<file path="src/rtl/sseg_rot_ctrl.sv">
// Run/pause and speed control for the rotating-square display driver; drives its `en`.
// Optional single-step button and step logic enabled by defining SSEG_STEP_EN.

// Two-flop synchroniser plus debounce FSM; emits one registered pulse per accepted press.
module sseg_rot_db #(
   parameter int unsigned DB_CYCLES = 1_000_000
) (
   input  logic clk,
   input  logic reset,
   input  logic i_raw,
   output logic o_press
);

   localparam int unsigned CNT_W = (DB_CYCLES > 1) ? $clog2(DB_CYCLES) : 1;
   localparam logic [CNT_W-1:0] CNT_LAST = CNT_W'(DB_CYCLES - 1);

   typedef enum logic [1:0] {
      S_IDLE  = 2'd0,
      S_DB_HI = 2'd1,
      S_HELD  = 2'd2,
      S_DB_LO = 2'd3
   } db_state_t;

   logic             r_s1;
   logic             r_s2;
   db_state_t        r_state;
   db_state_t        w_state_nxt;
   logic [CNT_W-1:0] r_cnt;
   logic [CNT_W-1:0] w_cnt_nxt;
   logic             r_press;
   logic             w_press;

   always_ff @(posedge clk or posedge reset) begin
      if (reset) begin
         r_s1 <= 1'b0;
         r_s2 <= 1'b0;
      end else begin
         r_s1 <= i_raw;
         r_s2 <= r_s1;
      end
   end

   always_ff @(posedge clk or posedge reset) begin
      if (reset) begin
         r_state <= S_IDLE;
         r_cnt   <= '0;
         r_press <= 1'b0;
      end else begin
         r_state <= w_state_nxt;
         r_cnt   <= w_cnt_nxt;
         r_press <= w_press;
      end
   end

   // The press pulse fires only on the DB_HI -> HELD transition, so holds never repeat.
   always_comb begin
      w_state_nxt = r_state;
      w_cnt_nxt   = r_cnt;
      w_press     = 1'b0;
      case (r_state)
         S_IDLE: begin
            if (r_s2) begin
               w_cnt_nxt   = '0;
               w_state_nxt = S_DB_HI;
            end
         end
         S_DB_HI: begin
            if (!r_s2) begin
               w_state_nxt = S_IDLE;
            end else if (r_cnt == CNT_LAST) begin
               w_state_nxt = S_HELD;
               w_press     = 1'b1;
            end else begin
               w_cnt_nxt = r_cnt + CNT_W'(1);
            end
         end
         S_HELD: begin
            if (!r_s2) begin
               w_cnt_nxt   = '0;
               w_state_nxt = S_DB_LO;
            end
         end
         S_DB_LO: begin
            if (r_s2) begin
               w_state_nxt = S_HELD;
            end else if (r_cnt == CNT_LAST) begin
               w_state_nxt = S_IDLE;
            end else begin
               w_cnt_nxt = r_cnt + CNT_W'(1);
            end
         end
         default: w_state_nxt = S_IDLE;
      endcase
   end

   assign o_press = r_press;

endmodule

module sseg_rot_ctrl #(
   parameter int unsigned DB_CYCLES = 1_000_000,
   parameter int unsigned STEP_LEN  = 33_554_432
) (
   input  logic       clk,
   input  logic       reset,
   input  logic       btn_run,
   input  logic       btn_speed,
`ifdef SSEG_STEP_EN
   input  logic       btn_step,
`endif
   output logic       en,
   output logic       running,
   output logic [1:0] speed
);

   if (DB_CYCLES < 2) begin : g_bad_db
      $error("sseg_rot_ctrl: DB_CYCLES must be at least 2");
   end
   if (STEP_LEN < 1) begin : g_bad_step
      $error("sseg_rot_ctrl: STEP_LEN must be at least 1");
   end

   logic       w_run_press;
   logic       w_speed_press;
   logic       r_running;
   logic [1:0] r_speed;
   logic [2:0] r_presc;
   logic [2:0] w_mask;
   logic       w_tick;

   sseg_rot_db #(.DB_CYCLES(DB_CYCLES)) u_db_run (
      .clk     (clk),
      .reset   (reset),
      .i_raw   (btn_run),
      .o_press (w_run_press)
   );

   sseg_rot_db #(.DB_CYCLES(DB_CYCLES)) u_db_speed (
      .clk     (clk),
      .reset   (reset),
      .i_raw   (btn_speed),
      .o_press (w_speed_press)
   );

   // Any accepted press restarts the prescaler so the first strobe lands immediately.
   always_ff @(posedge clk or posedge reset) begin
      if (reset) begin
         r_running <= 1'b0;
         r_speed   <= 2'd0;
         r_presc   <= 3'd0;
      end else begin
         if (w_run_press) begin
            r_running <= ~r_running;
         end
         if (w_speed_press) begin
            r_speed <= r_speed + 2'd1;
         end
         if (w_run_press || w_speed_press) begin
            r_presc <= 3'd0;
         end else if (r_running) begin
            r_presc <= r_presc + 3'd1;
         end
      end
   end

   always_comb begin
      w_mask = 3'b000;
      case (r_speed)
         2'd0:    w_mask = 3'b000;
         2'd1:    w_mask = 3'b001;
         2'd2:    w_mask = 3'b011;
         default: w_mask = 3'b111;
      endcase
   end

   assign w_tick = ((r_presc & w_mask) == 3'd0);

`ifdef SSEG_STEP_EN
   localparam int unsigned STEP_W = $clog2(STEP_LEN + 1);

   logic              w_step_press;
   logic [STEP_W-1:0] r_step_cnt;
   logic              w_stepping;

   sseg_rot_db #(.DB_CYCLES(DB_CYCLES)) u_db_step (
      .clk     (clk),
      .reset   (reset),
      .i_raw   (btn_step),
      .o_press (w_step_press)
   );

   assign w_stepping = (r_step_cnt != '0);

   // A run press cancels any step in flight; step presses only load from an idle pause.
   always_ff @(posedge clk or posedge reset) begin
      if (reset) begin
         r_step_cnt <= '0;
      end else if (w_run_press) begin
         r_step_cnt <= '0;
      end else if (w_step_press && !r_running && !w_stepping) begin
         r_step_cnt <= STEP_W'(STEP_LEN);
      end else if (w_stepping) begin
         r_step_cnt <= r_step_cnt - STEP_W'(1);
      end
   end

   assign en = r_running ? w_tick : w_stepping;
`else
   assign en = r_running & w_tick;
`endif

   assign running = r_running;
   assign speed   = r_speed;

endmodule

</file>
<file path="config.mk">
export PLATFORM = sky130hd
export DESIGN_NAME = sseg_rot_ctrl
export DESIGN_NICKNAME = d
export VERILOG_FILES = /design/src/rtl/sseg_rot_ctrl.sv
export SDC_FILE = /design/constraint.sdc
export NUM_CORES = 1
export LEC_CHECK = 0
export ABC_CLOCK_PERIOD_IN_PS = 1750
export BUFFER_PORTS_ARGS = -buffer_cell sky130_fd_sc_hd__buf_4
export CAP_MARGIN = 5
export CORE_UTILIZATION = 58
export CTS_BUF_LIST = sky130_fd_sc_hd__clkbuf_8
export DETAILED_ROUTE_END_ITERATION = 8
export HOLD_SLACK_MARGIN = 0.05
export PLACE_DENSITY = 0.74
export SLEW_MARGIN = 20
export SYNTH_ARGS = -nofsm -noshare
export SYNTH_HDL_FRONTEND = slang
export SYNTH_SLANG_ARGS = --single-unit
</file>
<file path="constraint.sdc">
create_clock -name clk -period 1.75 [get_ports clk]
set_input_delay 0.175 -clock clk [delete_from_list [all_inputs] [get_ports clk]]
set_output_delay 0.175 -clock clk [all_outputs]
set_load 0.02 [all_outputs]
</file>
==> impl_metrics.tcl <==
set metrics [dict create \
    cts.path.max_buffers 2 \
    overflow 0 \
    multiInputGateArea_sq_um 1725 \
    ys_seq_area_frac 0.4401 \
    wl_per_cell_um 15.39 \
    finalCritPeriodShare 0.9661 \
    grt_max_degree 57 \
    antennaDiodeCount 0 \
    die_y_um 76.10 \
    fp.dieW_um 76.10 \
    maxCapViolations 0 \
    hold_ws_ns 0.3631 \
    worstPathRequired_ns 1.97 \
    hold_path_class "reg -> reg" \
    slew_viol_final 0 \
    gp_congestion 0.8601 \
    synth_fp_nets 354 \
    cpPeakStageDelay_ns 0.49 \
    dp_hpwl_um 4680 \
    core_area_sq_um 5205 \
    regArea_sq_um 1406 \
    peakVddDrop_v 0.0003787 \
    finalClockSkew_ns 0.01325 \
    dpl-instance-area_sq_um 3588 \
    final_area_sq_um 3792 \
    yosys_warnings 0 \
    ys.flop_type "dfrtp_1" \
    clk_latency_ns 0.32 \
    synthArstFlopShare 1.000 \
    path_buf_inv 0 \
    fin_nets 395 \
    drive_above_1_share 0.2124 \
    drcViolationCount 0 \
    critPathTopFamily "simple AND/OR/NAND/NOR gates" \
    area_growth_pct 19.10 \
    drtAntennaViolNets 0 \
    met3_length_um 194 \
    antenna_found_initial 0 \
    fill_cells 387 \
    grt_usage 0.2452 \
    drt_wl_total_um 7017 \
    cts_sinks 56 \
    cts_buffers 5 \
    wl_met1_um 3226 \
    leakage_nw 1.656 \
    num_vias 2789 \
    wl_met2_um 3528 \
    r2r_start "u_db_speed.r_cnt[10]" \
    first_pass_iters 5 \
    h-tree-depth 2 \
    io_buffers 7 \
    floorplan.rows 26 \
    tightest_slew_ns 0.6008 \
    powerDensity_nw_per_um2 627.9 \
    synth-seq-cells 56 \
    drt_iter0_drc 172 \
    cts.clk_slew.worst_paths_ns 0.11 \
    slew_headroom 0.5980 \
    fmax_mhz 591.5 \
    syn_area_sq_um 3184 \
    synth_edf_count 0 \
    netlist_instances 344 \
    post-route-util 0.7286 \
    final.min_clock_period_ns 1.691 \
    grt_pass1_wl_um 11370 \
    crit_chain "nor4_1 > and4_4 > a21oi_1 > a311oi_1" \
    viasPerCell 6.116 \
    setup_violations 0 \
    pin_count 8 \
    root_buffer "clkbuf_8" \
    dieArea_sq_um 5790 \
    critPathArrivalTime_ns 1.92 \
    hp-start "u_db_speed.r_s1" \
    top_layer_used "met4" \
    cp_slowest_cell "dfrtp_1" \
    criticalPathCategory "reg -> reg" \
    end_kind "register" \
    grt_pass1_vias 2482 \
    hold_viol 0 \
    cp-start-kind "register" \
    status "complete, no violations" \
    cts_tree "built" \
    start_util 0.6118 \
    ys_types 56 \
    path_max_fanout 6 \
    synth.avg_cell_area_sq_um 9.257 \
    startpoint "u_db_speed.r_cnt[10]" \
]
[placed cells by master, fill, tap and decap left out, types with 5 or more instances in the layout]
cell type  instances
nand2_1           39
nand3_1           18
buf_4             47
nor4_1             8
mux2i_1           11
dfrtp_1           52
nor2_1            14
inv_1             13
nor3_1            14
o211ai_1           5
ha_1               6
o31ai_1            7
or4_1              7
and3_1            11
o41ai_1            5
nand4_1           12
o21ai_0           12
clkbuf_8           6
a21oi_1           18
[Yosys cell counts, drive strengths merged (10+ instances only)]
master | number | area (sq um)
inv | 14 | 52.55
mux2i | 11 | 110.1
nor4 | 10 | 68.81
nand4 | 13 | 96.34
dfrtp | 56 | 1401
nand3 | 19 | 95.09
and3 | 12 | 76.33
nor2 | 14 | 52.55
nor3 | 14 | 70.07
nand2 | 40 | 150.1
a21oi | 18 | 90.09
o21ai | 12 | 60.06
clkbuf | 15 | 56.30
[sequential cells by signal (all words and copies together) (netlist names), 2 cells and up, named ones only]
name              flops
r_presc               3
speed                 2
u_db_run.r_cnt       20
u_db_speed.r_cnt     20
[cell type report]
class | count | share of cell area
multi-input cells | 256 | 0.4550
flip-flops and latches | 56 | 0.3708
repair buffers | 52 | 0.1115
well taps | 70 | 0.02309
clock buffers | 6 | 0.02177
inverters | 14 | 0.01386
clock inverters | 2 | 0.003959
[through the flow]
stage	power, W	setup TNS (ns)	setup slack, ns	instances
after floorplan	0.001511	0	0.007852	344
after global placement	0.001598	0	0.07284	442
after detailed placement	0.001607	0	0.03588	442
after CTS	0.002384	0	0.009774	453
after global routing	0.002456	-0.06909	-0.03057	456
final	0.002381	0	0.05928	456
[final timing paths]
kind,end,slack (ns),cells after the start
min in group asynchronous,u_db_speed.r_cnt[11],0.45,4
max in group asynchronous,u_db_speed.r_cnt[8],1.05,4
worst min register to register,u_db_speed.r_s2,0.36,0
worst min-delay path,u_db_speed.r_s2,0.36,0
worst max register to register,u_db_speed.r_cnt[4],0.06,4
worst max-delay path,u_db_speed.r_cnt[4],0.06,4
[kinds of logic (layout without fill, tap and decap cells)]
group,Yosys count,count (layout),share of synthesized area
XOR/XNOR,8,8,0.02436
AO/OA/AOI/OAI,74,74,0.1607
flip-flops,56,56,0.4401
adder cells (fa/ha/maj),6,6,0.02358
buffers and inverters,33,74,0.04243
multiplexers,13,13,0.04165
AND/OR/NAND/NOR,154,155,0.2672
[metal layers]
| metal | vias to the layer above | global-route usage |
|---|---|---|
| li1 | 1378 | - |
| met1 | 1355 | 0.3157 |
| met2 | 49 | 0.4309 |
| met3 | 7 | 0.03952 |
| met4 | 0 | 0.06346 |
| met5 | - | 0 |
[report_power, final]
part | switching [W] | total (W) | internal, W
clock | 0.000465 | 0.000787 | 0.000322
sequential | 0.0000363 | 0.00136 | 0.00133
combinational | 0.000134 | 0.000231 | 0.0000968
total | 0.000635 | 0.00238 | 0.00175
[timing repair]
action / in CTS / in global routing
setup endpoints to repair: 0 / 20
buffers inserted: 0 / 2
hold endpoints to repair: 58 / 0
resized for setup: 0 / 15
hold buffers: 3 / 0
Power figures use the tool's default switching activity.
